===== src/rtl/aes_mode_ctrl.sv =====
// Block-mode sequencer around the AES core: key expansion handshake, ECB/CBC chaining, streaming ports.
// Optional CTR mode is enabled by defining AES_MODE_CTR_EN.
module aes_mode_ctrl #(
    parameter int CNT_W = 32
) (
    input  logic             clk,
    input  logic             reset_n,
    input  logic             cfg_start,
    input  logic [255:0]     cfg_key,
    input  logic             cfg_keylen,
    input  logic             cfg_encdec,
    input  logic [1:0]       cfg_mode,
    input  logic [127:0]     cfg_iv,
    input  logic             in_valid,
    output logic             in_ready,
    input  logic [127:0]     in_data,
    output logic             out_valid,
    input  logic             out_ready,
    output logic [127:0]     out_data,
    output logic             aes_init,
    output logic             aes_next,
    output logic             aes_encdec,
    output logic             aes_keylen,
    output logic [255:0]     aes_key,
    output logic [127:0]     aes_block,
    input  logic             aes_ready,
    input  logic             aes_result_valid,
    input  logic [127:0]     aes_result,
    output logic             busy,
    output logic             key_ok,
    output logic [CNT_W-1:0] blk_cnt
);

    typedef enum logic [2:0] {
        IDLE, KINIT, KWAIT, READY, ISSUE, ARM, WAIT, OUT
    } state_t;

    state_t state, state_nxt;

    logic [1:0]   mode_r;
    logic         arm_key;
    logic [127:0] chain, chain_nxt;
    logic [127:0] inb;
    logic [127:0] block_nxt, result_nxt;
    logic         is_cbc, is_ctr;
    logic         accept_start, in_fire, core_done;

    assign is_cbc = (mode_r == 2'b01);
`ifdef AES_MODE_CTR_EN
    assign is_ctr = (mode_r == 2'b10);
`else
    assign is_ctr = 1'b0;
`endif

    // A new configuration is only taken between blocks; it also wins over a pending input block.
    assign accept_start = cfg_start && ((state == IDLE) || (state == READY));
    assign in_ready     = (state == READY) && key_ok && !cfg_start;
    assign in_fire      = in_ready && in_valid;
    assign core_done    = (state == WAIT) && aes_ready;

    assign aes_init  = (state == KINIT);
    assign aes_next  = (state == ISSUE);
    assign out_valid = (state == OUT);
    assign busy      = (state != IDLE) && (state != READY);

    always_comb begin
        state_nxt = state;
        case (state)
            IDLE:    if (cfg_start) state_nxt = KINIT;
            KINIT:   state_nxt = ARM;
            ARM:     state_nxt = arm_key ? KWAIT : WAIT;
            KWAIT:   if (aes_ready) state_nxt = READY;
            READY: begin
                if (cfg_start)    state_nxt = KINIT;
                else if (in_fire) state_nxt = ISSUE;
            end
            ISSUE:   state_nxt = ARM;
            WAIT:    if (aes_ready) state_nxt = OUT;
            OUT:     if (out_ready) state_nxt = READY;
            default: state_nxt = IDLE;
        endcase
    end

    // Mode-dependent block presented to the core and result/chain update on completion.
    always_comb begin
        block_nxt  = in_data;
        result_nxt = aes_result;
        chain_nxt  = chain;
        if (is_cbc) begin
            if (aes_encdec) begin
                block_nxt = in_data ^ chain;
                chain_nxt = aes_result;
            end else begin
                result_nxt = aes_result ^ chain;
                chain_nxt  = inb;
            end
        end
`ifdef AES_MODE_CTR_EN
        if (is_ctr) begin
            block_nxt  = chain;
            result_nxt = aes_result ^ inb;
            chain_nxt  = chain + 128'd1;
        end
`endif
    end

    always_ff @(posedge clk or negedge reset_n) begin
        if (!reset_n) begin
            state      <= IDLE;
            arm_key    <= 1'b0;
            mode_r     <= 2'b00;
            aes_encdec <= 1'b0;
            aes_keylen <= 1'b0;
            aes_key    <= '0;
            chain      <= '0;
            inb        <= '0;
            aes_block  <= '0;
            out_data   <= '0;
            key_ok     <= 1'b0;
            blk_cnt    <= '0;
        end else begin
            state <= state_nxt;
            if (accept_start) begin
                aes_key    <= cfg_key;
                aes_keylen <= cfg_keylen;
                mode_r     <= cfg_mode;
`ifdef AES_MODE_CTR_EN
                aes_encdec <= (cfg_mode == 2'b10) ? 1'b1 : cfg_encdec;
`else
                aes_encdec <= cfg_encdec;
`endif
                chain      <= cfg_iv;
                key_ok     <= 1'b0;
                blk_cnt    <= '0;
            end
            // ARM is shared by key expansion and block issue; this flag picks its successor.
            if (state == KINIT) arm_key <= 1'b1;
            if (state == ISSUE) arm_key <= 1'b0;
            if ((state == KWAIT) && aes_ready) key_ok <= 1'b1;
            if (in_fire) begin
                inb       <= in_data;
                aes_block <= block_nxt;
            end
            if (core_done) begin
                if (aes_result_valid) begin
                    out_data <= result_nxt;
                    chain    <= chain_nxt;
                    blk_cnt  <= blk_cnt + CNT_W'(1);
                end else begin
                    out_data <= '0;
                end
            end
        end
    end

endmodule

===== config.mk =====
export PLATFORM = sky130hd
export DESIGN_NAME = aes_mode_ctrl
export DESIGN_NICKNAME = d
export VERILOG_FILES = /design/src/rtl/aes_mode_ctrl.sv
export SDC_FILE = /design/constraint.sdc
export NUM_CORES = 2
export LEC_CHECK = 0
export ABC_AREA = 1
export BUFFER_PORTS_ARGS = -buffer_cell sky130_fd_sc_hd__buf_4
export CORE_AREA = 3 3 461 463
export CTS_BUF_LIST = sky130_fd_sc_hd__clkbuf_4 sky130_fd_sc_hd__clkbuf_8
export DETAILED_ROUTE_END_ITERATION = 8
export DIE_AREA = 0 0 464 466
export GPL_ROUTABILITY_DRIVEN = 0
export PLACE_DENSITY = 0.39
export SYNTH_ARGS = -nofsm -noshare
export SYNTH_HDL_FRONTEND = slang
export SYNTH_SLANG_ARGS = --single-unit

===== constraint.sdc =====
create_clock -name clk -period 3.55 [get_ports clk]
set_input_delay 0.1775 -clock clk [delete_from_list [all_inputs] [get_ports clk]]
set_output_delay 0.1775 -clock clk [all_outputs]
set_load 0.05 [all_outputs]

; Word level (Yosys, flattened, before mapping)
; Cells that the tools add are included.
; Widths: inputs -> output; s select.
[word_totals]
ff_bits = 809
output_inout_bits = 552
word_cells = 70
[classes]
add_sub_neg = 1
eq_ne = 15
muxes = 25
bitwise = 2
reduce_logical = 15
[op_table]
columns = op, count
row1 = $mux 128, 10
row2 = $xor 128x128->128, 2
row3 = $mux 32, 3
row4 = $add 32x1->32 const B, 1
row5 = $mux 3, 7
row6 = $pmux 3 s7, 1
row7 = $eq 3x3->1 const B, 4
row8 = $logic_and 1x1->1, 7
row9 = $eq 3x2->1 const B, 2
row10 = $ne 2x2->1 const B, 3
row11 = $ne 3x3->1 const B, 2
row12 = $reduce_and 5->1, 1
row13 = $mux 1, 4
row14 = $reduce_bool 2->1, 2
row15 = $eq 3x1->1 const B, 1
row16 = $logic_not 3->1, 1
row17 = $ne 3x2->1 const B, 1
row18 = $reduce_bool 3->1, 1
row19 = $eq 2x1->1 const B, 1
row20 = $ne 2x1->1 const B, 1
row21 = $reduce_or 2->1, 1
row22 = $logic_not 1->1, 1
row23 = $logic_or 1x1->1, 1

; Longest topological paths before layout
[depth]
ltp_word = 7
depth_mapped = 12
depth_no_buf = 10

; Worst setup path after synthesis
; No wires, ideal clock.
[synth_path]
path_kind = reg-to-reg
from = register aes_encdec
to = register chain[53]
arrival_ps = 1834
path_slack_ps = 1596
path_stages_with_launch = 10
period_less_slack_ps = 1954
cell_sequence = dfrtp_1 > buf_4 > buf_2 > buf_2 > mux2i_1 > nand2_1 > o21ai_0 > nand2_1 > o21ai_0 > inv_1
[synth_via]
elab_chain_len = 4
[synth_rtl]
columns = item, line_no
row1 = start: declaration, 22  ; output logic aes_encdec,
row2 = start signal: assignment, 130  ; aes_encdec <= cfg_encdec;
row3 = $mux 128, 90  ; if (aes_encdec) begin
row4 = $mux 128, 89  ; if (is_cbc) begin
row5 = $mux 128, 145  ; if (aes_result_valid) begin
row6 = $mux 128, 144  ; if (core_done) begin
row7 = end signal: assignment, 132  ; chain <= cfg_iv;
row8 = end signal: assignment, 147  ; chain <= chain_nxt;
row9 = end: declaration, 42  ; logic [127:0] chain, chain_nxt;
; Every way passes these cells. The select of a mux whose other input is x is not followed.
; A chain may end at the register's enable or synchronous reset.

; Final worst setup path
[layout_path]
from = register state[2]
to = register inb[63]
[layout_via]
elab_chain_len = 4
[layout_rtl]
columns = item, line_no
row1 = start: declaration, 38  ; state_t state, state_nxt;
row2 = start signal: assignment, 122  ; state <= state_nxt;
row3 = $eq 3x2->1, 57  ; assign in_ready = (state == READY) && key_ok && !cfg_start;
row4 = $logic_and 1x1->1 (2 in series), 57
row5 = $logic_and 1x1->1, 58  ; assign in_fire = in_ready && in_valid;
row6 = end signal: assignment, 141  ; inb <= in_data;
row7 = end: declaration, 43  ; logic [127:0] inb;
; Every way passes these cells.

==> results.json <==
{
  "clock_path_buffers": 3,
  "dpl.hpwl_mm": 153,
  "max_freq_mhz": 304,
  "clk_latency_ns": 0.95,
  "cts_max_level": 4,
  "coreArea_um2": 209000,
  "yosysWarningCount": 0,
  "synthesis.nets": 5236,
  "total_congestion_overflow_after_global_routing": 0,
  "criticalPathCategory": "flop to flop",
  "seq_area_frac_synth": 0.542,
  "fp-row-count": 168,
  "peakVddDrop_uv": 536,
  "routedWlPerCell_um": 21.6,
  "worst_slew_pin_slew_ns": 1.18,
  "initial_utilization": 0.179,
  "synth_xor_xnor_area_share": 0.0305,
  "worstReg2RegEnd": "inb[63]$_DFFE_PN0P_",
  "die_x_um": 464,
  "asyncSetResetFlopFracSynth": 1.00,
  "drt-vias-per-instance": 4.17,
  "kind_of_cell_adding_the_most_delay_to_the_critical_path": "buffers and inverters",
  "final.min_clock_period_ns": 3.29,
  "via_count": 41500,
  "clkTransAtPathRegs_ns": 0.06,
  "grt_start_max_net_pins": 168,
  "hp-start": "cfg_key[2]",
  "dominant_combinational_cell_family_by_area_after_synthesis": "simple AND/OR/NAND/NOR gates",
  "cell_with_the_largest_stage_delay_on_the_worst_path": "sky130_fd_sc_hd__buf_12",
  "tritoncts": "built",
  "global_route.usage.total": 0.193,
  "final_nets": 7646,
  "postRouteWirelength_mm": 215,
  "io_port_bufs": 1202,
  "yosys.area.top_type": "sky130_fd_sc_hd__dfrtp_1",
  "synth.mux.area_fraction": 0.0225,
  "synth_compound_area_frac": 0.0974,
  "reg2reg_from": "state[2]$_DFFE_PN0P_",
  "final_common_cell": "sky130_fd_sc_hd__nand2_1",
  "synth_enable_flop_cells": 0,
  "synthFlopType": "sky130_fd_sc_hd__dfrtp_1",
  "p_per_area_nw_per_um2": 847,
  "worstSetupStartpointType": "flop",
  "post_route_clock_period_utilization": 0.926,
  "cap_viol_max_count": 0,
  "r2r_cells": 8,
  "setup_viol_count_final": 0,
  "drc_marker_count_from_the_first_detailed_route_iteration": 2860,
  "critical_path.max_stage_delay_ns": 0.67,
  "rsz0062_at_grt": "no",
  "cts.sinks": 809,
  "crit_chain": "inv_2 -> nand3_2 -> nor2_4 -> buf_12 -> nand3_1 -> dlygate4sd3_1 -> nand2_1 -> dlygate4sd3_1",
  "relative_slew_margins": 0.213,
  "synth_largest_type_area_fraction": 0.542,
  "die_height_um": 466,
  "cp.buffers_inverters": 4,
  "worst_hold_path_type": "input port to flop",
  "end_kind": "flop",
  "power_leakage_nw": 31.4,
  "syn-cell-area_um2": 37300,
  "route.antenna.remaining_nets": 0,
  "yosys-top-cells-area": "sky130_fd_sc_hd__dfrtp_1, sky130_fd_sc_hd__nand2_1, sky130_fd_sc_hd__o21ai_0",
  "number_of_global_route_vias_before_repair": 42400,
  "cp_data_arrival_time_ns": 4.13,
  "post_synthesis_adder_cell_area_fraction": 0.000335,
  "setup.reg_to_reg.worst_slack_ns": 0.26,
  "result_of_the_run": "finished, final reports clean",
  "post-route-drc-count": 0,
  "finalMaxSlewViolations": 0,
  "synth_simple_gate_area_share": 0.246,
  "design.die.area_um2": 216000,
  "cp_max_fanout": 129,
  "numPlacedInstances": 8406,
  "power.total_w": 0.0556,
  "drt_pass1_iterations": 5,
  "avg_synthesized_cell_area_um2": 8.15,
  "antenna_violations_before_repair": 99,
  "ys_seq_elements": 809,
  "grt_first_pass_wirelength_mm": 309,
  "worst_ep_required_time_ns": 4.39,
  "timing.hold.worst_endpoint": "aes_key[2]$_DFFE_PN0P_",
  "most-common-layout-cells": "sky130_fd_sc_hd__nand2_1, sky130_fd_sc_hd__buf_4, sky130_fd_sc_hd__dlygate4sd3_1, sky130_fd_sc_hd__dfrtp_1, sky130_fd_sc_hd__o21ai_0",
  "timing.clock.skew_ns": 0.0692,
  "hold_viol_final": 0,
  "cp_common_cell": "sky130_fd_sc_hd__dlygate4sd3_1",
  "worstHoldPathCells": 4,
  "layout-drive-gt1-share": 0.226,
  "clock_tree_root": "sky130_fd_sc_hd__clkbuf_8",
  "timing.setup.tns_ns": 0,
  "cts_buffers": 166,
  "synthesis.instances": 4584,
  "finalNonFillerCells": 9963,
  "area_growth_syn_to_fin_pct": 75.7,
  "post_cts.resized_instances": 0,
  "synth_cell_types": 34,
  "ios": 1203
}
[cells in the mapped netlist, drive strengths merged, types with 2 or more instances]
| library cell | count |
|---|---|
| inv | 230 |
| nor2 | 61 |
| dfrtp | 809 |
| clkbuf | 81 |
| buf | 193 |
| o21ai | 581 |
| nor3 | 5 |
| nand2 | 1991 |
| nand4 | 10 |
| xor2 | 130 |
| nor3b | 4 |
| o2111ai | 2 |
| a21oi | 133 |
| nand3 | 262 |
| a22o | 2 |
| mux2i | 84 |
[cell type report]
type                       count  area [µm²]
timing repair buffer        2516       22300
fill                       22300      144000
clock inverter                29         375
tap                         2805        3510
multi-input combinational   3270       14900
antenna                       40         100
inverter                     231         887
clock buffer                 263        3270
sequential                   809       20200
[routing by layer]
layer  vias to the layer above  GRT usage  wire length (µm)
met2                      1473      0.309             98600
met3                       386     0.0583             16300
met5                         -          0               394
met4                        68     0.0659              7340
met1                     20100      0.247             92800
li1                      19500          -                 -
[cells by family (layout without fill, tap and decap cells)]
logic type,count (synthesis),in the layout
flip-flops,809,809
multiplexers,84,84
buffers and inverters,505,3039
XOR/XNOR,130,130
adder cells (fa/ha/maj),1,1
AO/OA/AOI/OAI,720,720
other,0,40
AND/OR/NAND/NOR,2335,2335
[power by group]
part / internal [W] / leakage [nW] / switching, W
Clock: 0.00623 / 1.93 / 0.00479
Sequential: 0.0134 / 10.1 / 0.00319
Combinational: 0.00873 / 19.4 / 0.0193
[timing repair]
item,4_1_cts,5_1_grt
hold endpoints to repair,1509,0
setup buffers,0,0
hold buffers,1225,0
[worst max path at each step]
stage,end,start,cells after the start
finish,inb[63]$_DFFE_PN0P_,state[2]$_DFFE_PN0P_,8
global route,inb[63]$_DFFE_PN0P_,state[2]$_DFFE_PN0P_,8
CTS,in_ready,state[2]$_DFFE_PN0P_,5
detailed placement,chain[96]$_DFFE_PN0P_,flop,9
global placement,chain[90]$_DFFE_PN0P_,flop,9
floorplan,chain[53]$_DFFE_PN0P_,aes_encdec$_DFFE_PN0P_,9
[worst register-to-register path: cells and delay by family, from the launching register on]
| family | cells | cell delay, ns |
|---|---|---|
| buf+inv | 4 | 2.01 |
| flops | 1 | 0.50 |
| simple gates | 4 | 0.72 |
[metrics by stage]
step / util / hold slack (ns) / setup WS, ns / cell area, µm²
global route: 0.314 / 0.0365 / 0.101 / 65600
detailed placement: 0.237 / 0.312 / 0.771 / 49600
finish: 0.314 / 0.138 / 0.263 / 65600
floorplan: - / -0.118 / 1.60 / 37300
CTS: 0.313 / 0.0000628 / 0.186 / 65500
global placement: 0.237 / 0.313 / 0.802 / 49600
[state kept, by name (all words and copies together) (netlist names), named ones only]
name / flops
blk_cnt: 32
mode_r: 2
aes_keylen: 1
aes_key: 256
out_data: 128
aes_encdec: 1
aes_block: 128
arm_key: 1
inb: 128
state: 2
chain: 128
key_ok: 1
Note: power is estimated with default switching activity, not from simulation.
